File: src/rtl/rv32_dmem_ahb_ctrl.sv
// RV32I data-memory controller: turns one core load/store into a single AHB-Lite
// NONSEQ transfer, stalls the pipeline while busy and extends load data.
module rv32_dmem_ahb_ctrl #(
    parameter int unsigned TIMEOUT = 255
) (
    input  logic        clk_in,
    input  logic        rst_n_in,
    input  logic        rd_req_in,
    input  logic        wr_req_in,
    input  logic [2:0]  funct3_in,
    input  logic [31:0] addr_in,
    input  logic [31:0] wdata_in,
    input  logic [3:0]  wr_mask_in,
    output logic [31:0] haddr_out,
    output logic [1:0]  htrans_out,
    output logic        hwrite_out,
    output logic [2:0]  hsize_out,
    output logic [31:0] hwdata_out,
    output logic [3:0]  hwstrb_out,
    input  logic [31:0] hrdata_in,
    input  logic        hready_in,
    input  logic        hresp_in,
    output logic        stall_out,
    output logic [31:0] rdata_out,
    output logic        done_out,
    output logic        bus_err_out,
    output logic        misalign_out
);

    typedef enum logic [1:0] {
        S_IDLE = 2'b00,
        S_ADDR = 2'b01,
        S_DATA = 2'b10
    } state_t;

    localparam logic [1:0] HTRANS_IDLE   = 2'b00;
    localparam logic [1:0] HTRANS_NONSEQ = 2'b10;
    localparam logic [7:0] TIMEOUT_CNT   = 8'(TIMEOUT);

    state_t      state, state_next;

    logic [31:0] addr_q;
    logic [2:0]  funct3_q;
    logic [31:0] wdata_q;
    logic [3:0]  mask_q;
    logic        write_q;
    logic [7:0]  wait_cnt, wait_cnt_next;
    logic        done_q, bus_err_q, misalign_q;
    logic [31:0] rdata_q;

    logic        req;
    logic        misaligned;
    logic        capture;
    logic        done_set, err_set, misalign_set, rdata_load;
    logic [7:0]  stalled_cnt;
    logic        timeout_hit;
    logic [31:0] lane_shifted;
    logic [7:0]  load_byte;
    logic [15:0] load_half;
    logic [31:0] load_ext;

    assign req = rd_req_in | wr_req_in;

    // Halfwords need addr[0]==0, words need addr[1:0]==0; bytes are always aligned.
    assign misaligned = ((funct3_in[1:0] == 2'b01) & addr_in[0]) |
                        ((funct3_in[1:0] == 2'b10) & (addr_in[1:0] != 2'b00));

    assign stalled_cnt = wait_cnt + 8'd1;
    assign timeout_hit = (stalled_cnt == TIMEOUT_CNT);

    // NOTE: every signal driven here gets a default first, so no path can infer a latch.
    always_comb begin
        state_next    = state;
        wait_cnt_next = wait_cnt;
        capture       = 1'b0;
        done_set      = 1'b0;
        err_set       = 1'b0;
        misalign_set  = 1'b0;
        rdata_load    = 1'b0;
        case (state)
            S_IDLE: begin
                wait_cnt_next = '0;
                if (req) begin
                    capture = 1'b1;
                    if (misaligned) begin
                        misalign_set = 1'b1;
                    end else begin
                        state_next = S_ADDR;
                    end
                end
            end
            S_ADDR: begin
                if (hready_in) begin
                    wait_cnt_next = '0;
                    state_next    = S_DATA;
                end else if (timeout_hit) begin
                    wait_cnt_next = '0;
                    err_set       = 1'b1;
                    state_next    = S_IDLE;
                end else begin
                    wait_cnt_next = stalled_cnt;
                end
            end
            S_DATA: begin
                if (hready_in) begin
                    wait_cnt_next = '0;
                    state_next    = S_IDLE;
                    if (hresp_in) begin
                        err_set = 1'b1;
                    end else begin
                        done_set   = 1'b1;
                        rdata_load = ~write_q;
                    end
                end else if (timeout_hit) begin
                    wait_cnt_next = '0;
                    err_set       = 1'b1;
                    state_next    = S_IDLE;
                end else begin
                    wait_cnt_next = stalled_cnt;
                end
            end
            default: begin
                wait_cnt_next = '0;
                state_next    = S_IDLE;
            end
        endcase
    end

    // Lane extraction works on the captured address, since the core may change addr_in meanwhile.
    always_comb begin
        lane_shifted = hrdata_in >> {addr_q[1:0], 3'b000};
        load_byte    = lane_shifted[7:0];
        load_half    = addr_q[1] ? hrdata_in[31:16] : hrdata_in[15:0];
        case (funct3_q)
            3'b000:  load_ext = {{24{load_byte[7]}}, load_byte};
            3'b001:  load_ext = {{16{load_half[15]}}, load_half};
            3'b100:  load_ext = {24'd0, load_byte};
            3'b101:  load_ext = {16'd0, load_half};
            default: load_ext = hrdata_in;
        endcase
    end

    always_ff @(posedge clk_in or negedge rst_n_in) begin
        if (!rst_n_in) begin
            state <= S_IDLE;
        end else begin
            state <= state_next;
        end
    end

    always_ff @(posedge clk_in or negedge rst_n_in) begin
        if (!rst_n_in) begin
            addr_q   <= '0;
            funct3_q <= '0;
            wdata_q  <= '0;
            mask_q   <= '0;
            write_q  <= 1'b0;
        end else if (capture) begin
            addr_q   <= addr_in;
            funct3_q <= funct3_in;
            wdata_q  <= wdata_in;
            mask_q   <= wr_mask_in;
            write_q  <= wr_req_in;
        end
    end

    // NOTE: sequential state uses non-blocking assignments so all registers update from pre-edge values.
    always_ff @(posedge clk_in or negedge rst_n_in) begin
        if (!rst_n_in) begin
            wait_cnt   <= '0;
            done_q     <= 1'b0;
            bus_err_q  <= 1'b0;
            misalign_q <= 1'b0;
            rdata_q    <= '0;
        end else begin
            wait_cnt   <= wait_cnt_next;
            done_q     <= done_set;
            bus_err_q  <= err_set;
            misalign_q <= misalign_set;
            if (rdata_load) begin
                rdata_q <= load_ext;
            end
        end
    end

    assign htrans_out   = (state == S_ADDR) ? HTRANS_NONSEQ : HTRANS_IDLE;
    assign haddr_out    = addr_q;
    assign hwrite_out   = write_q;
    assign hsize_out    = {1'b0, funct3_q[1:0]};
    assign hwdata_out   = ((state == S_DATA) && write_q) ? wdata_q : '0;
    assign hwstrb_out   = ((state == S_DATA) && write_q) ? mask_q : '0;

    // Stall rises combinationally with an aligned request; gated by reset so outputs read 0 in reset.
    assign stall_out    = rst_n_in & (((state == S_IDLE) & req & ~misaligned) | (state != S_IDLE));

    assign rdata_out    = rdata_q;
    assign done_out     = done_q;
    assign bus_err_out  = bus_err_q;
    assign misalign_out = misalign_q;

endmodule

File: config.mk
export PLATFORM = sky130hd
export DESIGN_NAME = rv32_dmem_ahb_ctrl
export DESIGN_NICKNAME = d
export VERILOG_FILES = /design/src/rtl/rv32_dmem_ahb_ctrl.sv
export SDC_FILE = /design/constraint.sdc
export NUM_CORES = 1
export LEC_CHECK = 0
export BUFFER_PORTS_ARGS = -buffer_cell sky130_fd_sc_hd__buf_4
export CORE_MARGIN = 1.5
export CORE_UTILIZATION = 44
export DETAILED_ROUTE_END_ITERATION = 12
export PLACE_DENSITY = 0.77
export SLEW_MARGIN = 20
export SYNTH_ARGS = -nofsm -noshare
export SYNTH_HDL_FRONTEND = slang
export SYNTH_SLANG_ARGS = --single-unit
File: constraint.sdc
create_clock -name clk_in -period 2 [get_ports clk_in]
set_clock_uncertainty 0.2 [all_clocks]
set_input_delay 0.4 -clock clk_in [delete_from_list [all_inputs] [get_ports clk_in]]
set_output_delay 0.4 -clock clk_in [all_outputs]
set_load 0.02 [all_outputs]
Word level (Yosys, flattened, before mapping). Index checks and enable logic that the tools add are counted. Widths: inputs -> output; s select.

Register bits: 117. Logic and storage cells: 70. Input bits: 109.

$add $sub $neg: 1. Equality and inequality tests: 10. Shift operators: 1. Reductions and logical operators: 7. Muxes and demuxes: 30. Bitwise operators: 10.

Operators with widths (number): $pmux 32 s4 (1); $mux 32 (1); $shr 32x5->8 (1); $mux 8 (3); $mux 16 (1); $mux 1 (15); $mux 2 (6); $add 8x1->8 const B (1); $eq 8x8->1 const B (1); $eq 3x3->1 const B (2); $pmux 2 s3 (1); $and 1x1->1 (5); $eq 2x1->1 const B (2); $eq 2x2->1 const B (2); $mux 4 (1); $ne 2x2->1 const B (2); $reduce_bool 2->1 (2); $eq 3x1->1 const B (1); $logic_not 3->1 (1); $or 1x1->1 (3); $logic_not 2->1 (1); $not 1->1 (2); $pmux 1 s2 (1); $reduce_and 2->1 (1); 2 further kinds (2).

Logic depth before layout (Yosys ltp). Gate-level depths: netlist of run 1.

Depth after elaboration: 7. Mapped depth: 8. Gate-level depth less buffers: 6.

Least setup slack after synthesis of run 1. OpenSTA, ideal clock, no wires.

Kind: register to output. Start point: reg state[0]. End point: out stall_out. Data arrival time: 1541 ps. Cell stages (with the launch flop): 6. Required time: 1400 ps. Path buffers: 0. Setup slack: -141 ps. Path through: dfrtp_1 inv_1 ha_1 and4b_1 a311o_1 nor2b_1.

Longest elaborated chain between the ends: 5.

RTL lines: start: declaration (RTL line 40) `state_t state, state_next;`; start signal: assignment (RTL line 147) `state <= state_next;`; $logic_not 2->1 (RTL line 194) `assign stall_out = rst_n_in & (((state == S_IDLE) & req & ~misaligned) | (state != S_IDLE));`; $and 1x1->1 (2 in series) (RTL line 194); $or 1x1->1 (*) (RTL line 194); $and 1x1->1 (*) (RTL line 194); end: declaration (RTL line 23) `output logic stall_out,`.

Mark *: on every way between the ends. The rest lies on a longest branch, timed or not.

Worst setup path in the final report of run 1. Same ends and word-level chain as after synthesis.

==> metrics.md, run 1 <==
| Metric | Value |
|---|---|
| Vias in the first global route | 4737 |
| RSZ-0062 raised after global routing | yes |
| WS Path Type | flop to output port |
| Via-to-Cell Ratio | 5.28 |
| Routed Antenna Nets | 0 |
| Slowest CP cell | a311o_1 |
| Mapped Area | 5490 µm² |
| Routed wire per std cell | 18.1 µm |
| Largest net degree at the start of global routing | 118 |
| Clk_lat worst skew | 0.41 ns |
| Cts bufs inserted | 17 |
| Placed Area | 7390 µm² |
| Critical-path cell list | inv_2 -> ha_4 -> nor3b_1 -> a311o_1 -> nor2b_4 -> buf_6 |
| Post-Synth Simple-Gate Area | 17.0% |
| Gate Count Post-Synth | 478 |
| Worst hold-check path type | input port to flop |
| Final setup margin | -0.392 ns |
| Row count | 40 |
| Final Hold Violating Endpoints | 0 |
| Grt total ovfl | 0 |
| Yosys reg bits | 117 |
| All-Layer GR Usage | 24.4% |
| Post-synthesis compound-gate area fraction | 6.38% |
| Port bufs | 216 |
| Peak supply drop | 0.927 mV |
| Chip Height | 115 µm |
| Total negative setup slack | -12.55 ns |
| Ant diodes | 0 |
| Total power draw | 12.9 mW |
| Largest family of logic cells by synthesized area | multiplexers |
| Met2 Resource Use GR | 38.3% |
| First DRT Iteration DRCs | 377 |
| Synth top area share | 53.3% |
| Max-Cap Viols | 0 |
| Die W | 115 µm |
| Adder-cell share of the synthesized area | 1.37% |
| Root Buffer | clkbuf_16 |
| Area leader, netlist | dfrtp_1 |
| Final period utilization | 120% |
| Pre-antenna DRT Iters | 4 |
| Global-route track usage on met1 | 29.2% |
| GR Util met3 | 10.0% |
| Slew @ Worst Pin | 0.683 ns |
| First-pass GRT wire length | 24.5 mm |
| Cell variety after synth | 40 |
| Largest cells by area after synthesis | dfrtp_1 (53%), mux2_2 (16%), and3_1 (4.2%), nand3_1 (2.5%), nand2_1 (2.3%) |
| Mux contribution to synthesized area | 17.2% |
| Worst slack, placed | -0.0977 ns |
| Max Slew Vio Count | 0 |
| CP Max Fanout | 3 |
| Detailed Place HPWL | 11.2 mm |
| Final Wtd Congestion | 0.876 |
| Seq/Total Area, Yosys | 53.3% |
| Drc violations | 0 |
| Post-synthesis xor/xnor area fraction | 1.12% |
| Worst Path Buf+Inv | 2 |
| Share of cells above drive strength 1 | 52.0% |
| Initial antenna violation count | 0 |
| DR vias | 4664 |
| Crit path DAT | 1.79 ns |
| Pwr/cell area | 1580 nW/µm² |
| Req. time, crit path | 1.40 ns |
| Clock-pin slew on the worst setup and hold paths | 0.05 ns |
| Setup crit end kind | output port |
| Critical path's top delay family | compound AO/OA/AOI/OAI gates |
| H-tree depth | 4 |
| WHS | 0.0168 ns |
| Max-slew headroom | 54.5% |
| Period minus WS final | 2.39 ns |
| Status | complete, but fails checks |
| Area delta synth->final | 48.1% |
| Die ar. | 13200 µm² |
| Slowest Stage Delay on Critical Path | 0.38 ns |
| Final setup viols | 37 |
| Area of all placed cells without fillers | 8130 µm² |
| Violated checks | negative setup slack |
| FFs w/ async S/R, synth | 100% |
| CTS tree | yes |
| # IOs | 219 |
| Ys Warns | 0 |
| Core ar. | 12100 µm² |
| Top achievable clock speed | 418 MHz |
| Synthesized area per cell | 11.5 µm² |
| Post-synth top flop | dfrtp_1 |
| Initial Util | 45.3% |
| Final net count | 819 |
| Post-synth EDFFs | 0 |
| Worst setup SP type | flop |
| CTS sink count | 117 |
| Clk buf depth | 2 |
| Final wirelength | 16.0 mm |
| Gr busiest metal | met2 |
| Leakage | 4.03 nW |
-- power breakdown --
part           leakage, nW  switching, mW  internal (mW)  total (mW)
clock network        0.290          0.983           2.02        3.00
logic                 2.32           2.97           2.81        5.78
registers             1.43          0.641           3.45        4.09
-- metrics by stage --
step	utilization [%]	cells
finish	67.1	883
global route	67.1	883
CTS	66.5	882
detailed placement	61.0	847
global placement	61.0	847
floorplan	-	479
-- what timing repair did --
item	CTS	global route
setup endpoints to repair	38	75
hold endpoints to repair	118	0
cloned	0	1
hold buffers	2	0
buffers inserted	3	1
pin swaps	3	4
gates resized for setup	9	11
-- Yosys cell counts (6+ instances only) --
| library cell | n |
|---|---|
| a21oi_1 | 11 |
| a22o_1 | 7 |
| a311oi_1 | 8 |
| and3_1 | 37 |
| buf_2 | 7 |
| clkbuf_1 | 24 |
| dfrtp_1 | 117 |
| ha_1 | 6 |
| mux2_2 | 79 |
| nand2_1 | 33 |
| nand3_1 | 27 |
| nand3_2 | 10 |
| nor2_1 | 28 |
| nor3b_1 | 11 |
| o21ai_0 | 19 |
| or3_1 | 9 |
| xor2_1 | 6 |
-- placed cells by master, fill, tap and decap left out, drive strengths merged, types with 2 or more instances in the layout --
cell / n
nor2: 28
nor2b: 4
dfrtp: 117
mux2i: 3
nand2: 33
dlygate4sd3: 2
o21ai: 19
clkbuf: 28
conb: 2
mux2: 79
inv: 5
a211oi: 2
and3: 37
nor3b: 11
bufinv: 2
a311oi: 8
nor3: 3
buf: 240
a21oi: 11
nand3: 37
or3: 9
or4: 2
xor2: 6
a22o: 7
ha: 6
-- state kept, by name, indices dropped and copies added (netlist names) --
register      cells
haddr_out        32
bus_err_out       1
rdata_out        32
state             2
hwrite_out        1
wait_cnt          8
funct3_q          3
done_out          1
misalign_out      1
mask_q            4
wdata_q          32
-- kinds of logic after synthesis --
family	Yosys count
flip-flops	117
multiplexers	83
other	1
XOR/XNOR	7
AND/OR/NAND/NOR	169
buffers and inverters	42
AO/OA/AOI/OAI	53
adder cells (fa/ha/maj)	6
-- layout make-up --
| cell class | count | area, µm² |
|---|---|---|
| clock buffer | 27 | 523 |
| clock inverter | 3 | 65.1 |
| fill | 922 | 3980 |
| inverter | 5 | 18.8 |
| multi-input combinational | 320 | 2450 |
| sequential | 117 | 2930 |
| tap | 168 | 210 |
| timing repair buffer | 243 | 1940 |
-- routing by layer --
layer / wire [µm] / share of wire, % / vias to the layer above
li1: - / - / 2141
met1: 6330 / 40 / 2278
met2: 7600 / 48 / 214
met3: 1530 / 9.6 / 31
met4: 486 / 3.0 / 0
met5: 0 / 0 / -
-- worst paths after layout --
kind	from	endpoint	slack (ns)	cells after the start
min in group asynchronous	rst_n_in	rdata_out[1]$_DFFE_PN0P_	0.40	3
setup / recovery	state[0]$_DFFE_PN0P_	stall_out	-0.39	6
hold reg to reg	rdata_out[30]$_DFFE_PN0P_	rdata_out[30]$_DFFE_PN0P_	0.29	2
max in group asynchronous	rst_n_in	rdata_out[30]$_DFFE_PN0P_	0.63	3
setup reg to reg	state[0]$_DFFE_PN0P_	state[1]$_DFFE_PN0P_	0.02	8
hold / removal	wr_mask_in[3]	mask_q[3]$_DFFE_PN0P_	0.02	2
-- worst reg2reg max path: cells and delay by family (launching register included) --
family          cells  cell delay (ns)
compound gates      2             0.48
flops               1             0.37
mux                 1             0.15
buf+inv             3             0.36
fa+ha+maj           1             0.17
simple gates        1             0.13
No activity file was read; power rests on OpenSTA's default activity.
==> run 2: changes to the inputs <==
BUFFER_PORTS_ARGS = -buffer_cell sky130_fd_sc_hd__buf_2   (was -buffer_cell sky130_fd_sc_hd__buf_4)
CORE_MARGIN = 3   (was 1.5)
==> run 2 against run 1 <==
Compared with the run above:
- the run still ends with negative setup slack left
- utilization rose by 0.99 points
- sequential share of layout area decreased by 0.52 points
- largest power group unchanged
- count of clock-buffer cells in the layout fell by 7
- critical path depth stayed put
- combinational power about the same
- register-to-register slack got worse by 0.26 ns
- critical endpoint is now hwdata_out[29]
- sequential cell count unchanged
- critical path type unchanged
- cell area up 1.5%
- largest cell class unchanged
- clock power hardly changed
- cell count is 2.0% higher
- wire length grew 9.6%
- via count up 4.6%
==> metrics.md, run 2 (synthesis gave the netlist of run 1 again) <==
| Metric | Value |
|---|---|
| Drc violations | 0 (unchanged) |
| First DRT Iteration DRCs | 384 (+1.9%) |
| Initial antenna violation count | 0 (unchanged) |
| Port bufs | 216 (unchanged) |
| CTS tree | yes |
| DR vias | 4880 (+4.6%) |
| Chip Height | 118 µm (+2.6%) |
| Share of cells above drive strength 1 | 58.7% (+6.6 points) |
| Clk buf depth | 2 (unchanged) |
| Pre-antenna DRT Iters | 6 (+2) |
| Die ar. | 13900 µm² (+5.3%) |
| Final setup margin | -0.367 ns (+0.0251 ns) |
| Peak supply drop | 0.991 mV (+6.8%) |
| Total power draw | 12.9 mW (+0.38%) |
| Worst setup SP type | flop |
| # IOs | 219 (unchanged) |
| Placed Area | 6870 µm² (-7.1%) |
| Largest net degree at the start of global routing | 118 (unchanged) |
| Clk_lat worst skew | 0.41 ns (about the same) |
| Req. time, crit path | 1.40 ns (about the same) |
| Layout Utilization | 68.1% (+0.99 points) |
| Final Wtd Congestion | 0.915 (+4.5%) |
| Final Hold Violating Endpoints | 0 (unchanged) |
| Slowest CP cell | dfrtp_1 |
| Critical-path cell list | inv_2 -> buf_4 -> ha_4 -> clkbuf_16 -> and3_1 -> buf_6 |
| H-tree depth | 4 (unchanged) |
| Max Slew Vio Count | 0 (unchanged) |
| CTS sink count | 117 (unchanged) |
| Row count | 40 (unchanged) |
| Final period utilization | 118% (-1.3 points) |
| Initial Util | 45.3% (unchanged) |
| Final wirelength | 17.5 mm (+9.6%) |
| CP Max Fanout | 8 (+5) |
| Violated checks | negative setup slack |
| Setup crit end kind | output port |
| Commonest non-fill, non-tap cell in the layout | buf_2 |
| Slowest Stage Delay on Critical Path | 0.39 ns (about the same) |
| Die W | 118 µm (+2.6%) |
| Filler cell count | 878 (-4.8%) |
| Cts bufs inserted | 17 (unchanged) |
| Max-slew headroom | 58.0% (+3.5 points) |
| Top achievable clock speed | 423 MHz (+1.1%) |
| Via-to-Cell Ratio | 5.42 (+2.5%) |
| Core ar. | 12100 µm² (unchanged) |
| Routed Antenna Nets | 0 (unchanged) |
| WS Path Type | flop to output port |
| RSZ-0062 raised after global routing | yes |
| Worst hold-check path type | input port to flop |
| Worst setup path start | state[0]$_DFFE_PN0P_ |
| Routed wire per std cell | 19.4 µm (+7.4%) |
| Crit path DAT | 1.77 ns (-0.02 ns) |
| Worst Hold Launch | funct3_in[2] |
| Status | complete, but fails checks |
| Root Buffer | clkbuf_16 |
| Area delta synth->final | 50.3% |
| Grt total ovfl | 0 (unchanged) |
| Max-Cap Viols | 0 (unchanged) |
| Leakage | 4.03 nW (about the same) |
| Slew @ Worst Pin | 0.630 ns (-0.0532 ns) |
| Period minus WS final | 2.37 ns (-0.0251 ns) |
| First-pass GRT wire length | 24.7 mm (+0.79%) |
| Detailed Place HPWL | 11.1 mm (-0.90%) |
| Final net count | 837 (+2.2%) |
| Most frequent cells in the layout | buf_2 (177), dfrtp_1 (116), mux2_2 (79) |
| All-Layer GR Usage | 22.1% (-2.3 points) |
| Vias in the first global route | 4938 (+4.2%) |
| Final setup viols | 64 (+73%) |
| Origin of the critical flop-to-flop path | state[0]$_DFFE_PN0P_ |
| Area of all placed cells without fillers | 8250 µm² (+1.5%) |
| Clock-pin slew on the worst setup and hold paths | 0.05 ns (about the same) |
| Ant diodes | 0 (unchanged) |
| Pwr/cell area | 1570 nW/µm² (-1.1%) |
==> run 2: cell count changes in the layout (fill, tap and decap cells not counted), moves of 5 or more <==
| cell | before | now |
|---|---|---|
| buf_4 | 229 | 26 |
| buf_2 | 0 | 177 |
| buf_6 | 5 | 43 |
| and3_1 | 37 | 16 |
| and3_4 | 0 | 21 |
| nand3_1 | 27 | 18 |
| nand3_2 | 10 | 19 |
| o21ai_0 | 16 | 8 |
| clkbuf_16 | 18 | 23 |
| clkbuf_8 | 6 | 1 |
| o21ai_1 | 2 | 7 |
==> run 2: worst paths after layout <==
| check | to | depth (start not counted) | slack [ns] |
|---|---|---|---|
| setup / recovery | hwdata_out[29] | 6 | -0.37 |
| setup reg to reg | rdata_out[14]$_DFFE_PN0P_ | 11 | -0.24 |
| max in group asynchronous | haddr_out[1]$_DFFE_PN0P_ | 3 | 0.65 |
| hold reg to reg | rdata_out[20]$_DFFE_PN0P_ | 2 | 0.29 |
| min in group asynchronous | rdata_out[1]$_DFFE_PN0P_ | 3 | 0.48 |
| hold / removal | funct3_q[2]$_DFFE_PN0P_ | 2 | 0.02 |
==> run 2: timing repair <==
| item | CTS | global route |
|---|---|---|
| buffers inserted | 1 | 9 |
| setup endpoints to repair | 38 | 75 |
| hold buffers | 1 | 0 |
| gates cloned | 0 | 10 |
| pin swaps | 5 | 7 |
| gates resized for setup | 11 | 140 |
| hold endpoints to repair | 117 | 0 |
==> run 2: area by class of cell <==
class / count / area [µm²] / area share, %
Timing Repair Buffer: 261 / 1880 / 22.7
Tap cell: 168 / 210 / 2.55
Inverter: 5 / 18.8 / 0.227
Clock inverter: 10 / 133 / 1.61
Sequential cell: 117 / 2930 / 35.5
Multi-Input combinational cell: 320 / 2640 / 32.0
Clock buffer: 20 / 447 / 5.41
==> run 2: metal layers <==
layer | GRT usage, % | up-vias | wire [µm]
li1 | - | 2188 | -
met1 | 26.4 | 2388 | 6590
met2 | 35.5 | 264 | 8630
met3 | 9.13 | 40 | 1720
met4 | 8.79 | 0 | 551
met5 | 0 | - | 0
==> run 2: power by group <==
group	internal, mW	leakage [nW]	switching (mW)
Combinational	2.66	2.33	3.11
Clock	1.96	0.278	1.05
Sequential	3.45	1.43	0.682
Total	8.08	4.03	4.84
==> run 2: per-stage QoR <==
step,worst slack [ns],hold WS [ns],setup TNS (ns),std cells
final,-0.367,0.0240,-16.19,901
after global routing,-0.442,0.0150,-21.29,901
after CTS,-0.398,0.00334,-9.46,882
after detailed placement,-0.0758,0.282,-0.0814,850
after global placement,-0.0604,0.262,-0.0604,850
after floorplan,-0.00215,-0.0956,-0.0206,479
==> run 2: critical path: cells and delay by family, from the launching register on <==
| kind | cells | cell delay (ns) |
|---|---|---|
| flip-flops | 1 | 0.39 |
| buffers and inverters | 4 | 0.52 |
| adder cells (fa/ha/maj) | 1 | 0.26 |
| AND/OR/NAND/NOR | 1 | 0.19 |
==> run 3: changes to the inputs <==
CORE_UTILIZATION = 49   (was 44)
CTS_CLUSTER_DIAMETER = 100   (was unset)
PLACE_DENSITY = 0.81   (was 0.77)
REMOVE_ABC_BUFFERS = 1   (was unset)
clock period = 2.7 ns   (was 2 ns; I/O delays follow)
==> run 3 against run 2 <==
Compared with the run above:
- the run still ends with negative setup slack left
- wire length is 11% lower
- utilization increased by 0.17 points
- clock power decreased by 22%
- non-clock buffer count fell by 25
- critical path type unchanged
- critical endpoint is now stall_out
==> metrics.md, run 3 (synthesis gave the netlist of run 1 again) <==
| Metric | Value |
|---|---|
| CTS sink count | 117 (unchanged) |
| Initial Util | 50.4% (+5.1 points) |
| Top Layer Used | met5 |
| RSZ-0062 raised after global routing | yes |
| Largest net degree at the start of global routing | 118 (unchanged) |
| Routed Antenna Nets | 0 (unchanged) |
| First DRT Iteration DRCs | 443 (+15%) |
| WL met2 | 7.69 mm (-11%) |
| Final setup margin | -0.00997 ns (+0.357 ns) |
| CTS tree | yes |
| Clock-pin slew on the worst setup and hold paths | 0.06 ns (about the same) |
| Status | complete, but fails checks |
| Routed metal-1 wirelength | 6.02 mm (-8.6%) |
| First-pass GRT wire length | 25.0 mm (+1.3%) |
| Crit path DAT | 1.97 ns (+0.20 ns) |
| Via-to-Cell Ratio | 5.61 (+3.6%) |
| Leakage | 3.86 nW (-4.4%) |
| WS Path Type | flop to output port |
| Clk buf depth | 2 (unchanged) |
| Die W | 112 µm (-5.0%) |
| Final period utilization | 100% |
| Req. time, crit path | 1.96 ns (+0.56 ns) |
| Most frequent cells in the layout | buf_2 (214), dfrtp_1 (117), mux2_2 (79) |
| Worst hold-check path type | input port to flop |
| CP Max Fanout | 5 (-3) |
| Area delta synth->final | 35.4% |
| All-Layer GR Usage | 24.9% (+2.9 points) |
| Slew @ Worst Pin | 1.11 ns (+0.484 ns) |
| Worst setup SP type | flop |
| Final wirelength | 15.6 mm (-11%) |
| Reg2Reg Setup Slack | 0.37 ns (+0.61 ns) |
| Layout Utilization | 68.3% (+0.17 points) |
| Final setup viols | 1 (-98%) |
| Violated checks | negative setup slack |
| Core ar. | 10900 µm² (-10%) |
| DR vias | 4777 (-2.1%) |
| Pre-antenna DRT Iters | 7 (+1) |
| Wire length on met3 | 1.63 mm (-5.1%) |
| Routed wire per std cell | 18.3 µm (-5.7%) |
| Worst slack, placed | 0.312 ns (+0.388 ns) |
| Drc violations | 0 (unchanged) |
| Max-slew headroom | 25.6% (-32 points) |
| Chip Height | 112 µm (-5.0%) |
| Max-Cap Viols | 0 (unchanged) |
| H-tree depth | 4 (unchanged) |
| Peak supply drop | 0.724 mV (-27%) |
| Vias in the first global route | 4893 (-0.91%) |
| Pwr/cell area | 1230 nW/µm² (-21%) |
| Max Slew Vio Count | 0 (unchanged) |
| Clk_lat worst skew | 0.51 ns (+0.10 ns) |
| Final Hold Violating Endpoints | 0 (unchanged) |
| Period minus WS final | 2.71 ns |
| Share of cells above drive strength 1 | 51.0% (-7.7 points) |
| Port bufs | 216 (unchanged) |
| Cts bufs inserted | 17 (unchanged) |
| Final Wtd Congestion | 0.913 (-0.21%) |
| Grt total ovfl | 0 (unchanged) |
| Root Buffer | clkbuf_8 |
| Top achievable clock speed | 369 MHz |
| Die ar. | 12500 µm² (-9.7%) |
| Detailed Place HPWL | 10.9 mm (-1.0%) |
| # IOs | 219 (unchanged) |
| Row count | 38 (-5.0%) |
| Commonest non-fill, non-tap cell in the layout | buf_2 |
| Final net count | 812 (-3.0%) |
| Setup crit end kind | output port |
| Initial antenna violation count | 4 (+4) |
==> run 3: changes by cell type in the layout (fill, tap and decap cells not counted), sizes merged <==
cell      change
bufinv        +1
clkinv        -1
clkbuf        -5
diode         +3
buf          -19
clkinvlp      -1
==> run 3: cell type report <==
type                    count  area [µm²]
repair buffers            236        1290
clock inverters             9         150
clock buffers              21         469
fillers                   797        3450
multi-input cells         320        2400
diodes                      3        7.51
inverters                   5        18.8
flip-flops and latches    117        2930
well taps                 140         175
==> run 3: power by group <==
part           total [mW]  internal (mW)  switching [mW]
Combinational        3.75           1.62            2.14
Sequential           3.04           2.55           0.490
Clock                2.35           1.58           0.769
Total                9.14           5.75            3.40
==> run 3: per-layer routing <==
metal	vias to the layer above	global-route usage, %
met5	-	0
met4	2	7.79
met3	23	9.95
met2	255	40.4
met1	2360	30.9
li1	2137	-
==> run 3: worst max-delay path: stages, from the launching register on <==
cell	delay, ns
dfrtp_1	0.40
inv_2	0.07
ha_4	0.17
and4b_1	0.18
a311o_1	0.34
nor2b_1	0.14
buf_4	0.16
==> run 3: repair_timing <==
item | CTS | global route
hold buffers | 1 | 0
setup buffers | 3 | 3
endpoints found under the setup margin | 2 | 37
gates resized for setup | 2 | 5
endpoints found under the hold margin | 111 | 0
pin swaps | 1 | 2
==> run 3: final timing paths <==
check,from,depth (start not counted),end
worst max register to register,funct3_q[0]$_DFFE_PN0P_,4,rdata_out[4]$_DFFE_PN0P_
max in group asynchronous,rst_n_in,3,haddr_out[7]$_DFFE_PN0P_
worst min register to register,wait_cnt[0]$_DFF_PN0_,1,wait_cnt[0]$_DFF_PN0_
worst min-delay path,hresp_in,2,done_out$_DFF_PN0_
min in group asynchronous,rst_n_in,3,wdata_q[8]$_DFFE_PN0P_
worst max-delay path,state[1]$_DFFE_PN0P_,6,stall_out
==> run 3: per-stage QoR <==
stage | instances | cell area [µm²] | hold slack [ns] | power (mW) | setup TNS [ns]
after CTS | 845 | 7380 | 0.0279 | 9.10 | 0
after global routing | 851 | 7440 | 0.0483 | 9.63 | -0.116
after global placement | 811 | 6730 | 0.267 | 6.54 | 0
after floorplan | 442 | 5320 | 0.0444 | 5.46 | -309.61
after detailed placement | 811 | 6730 | 0.280 | 6.68 | 0
final | 851 | 7440 | 0.0542 | 9.14 | -0.00997
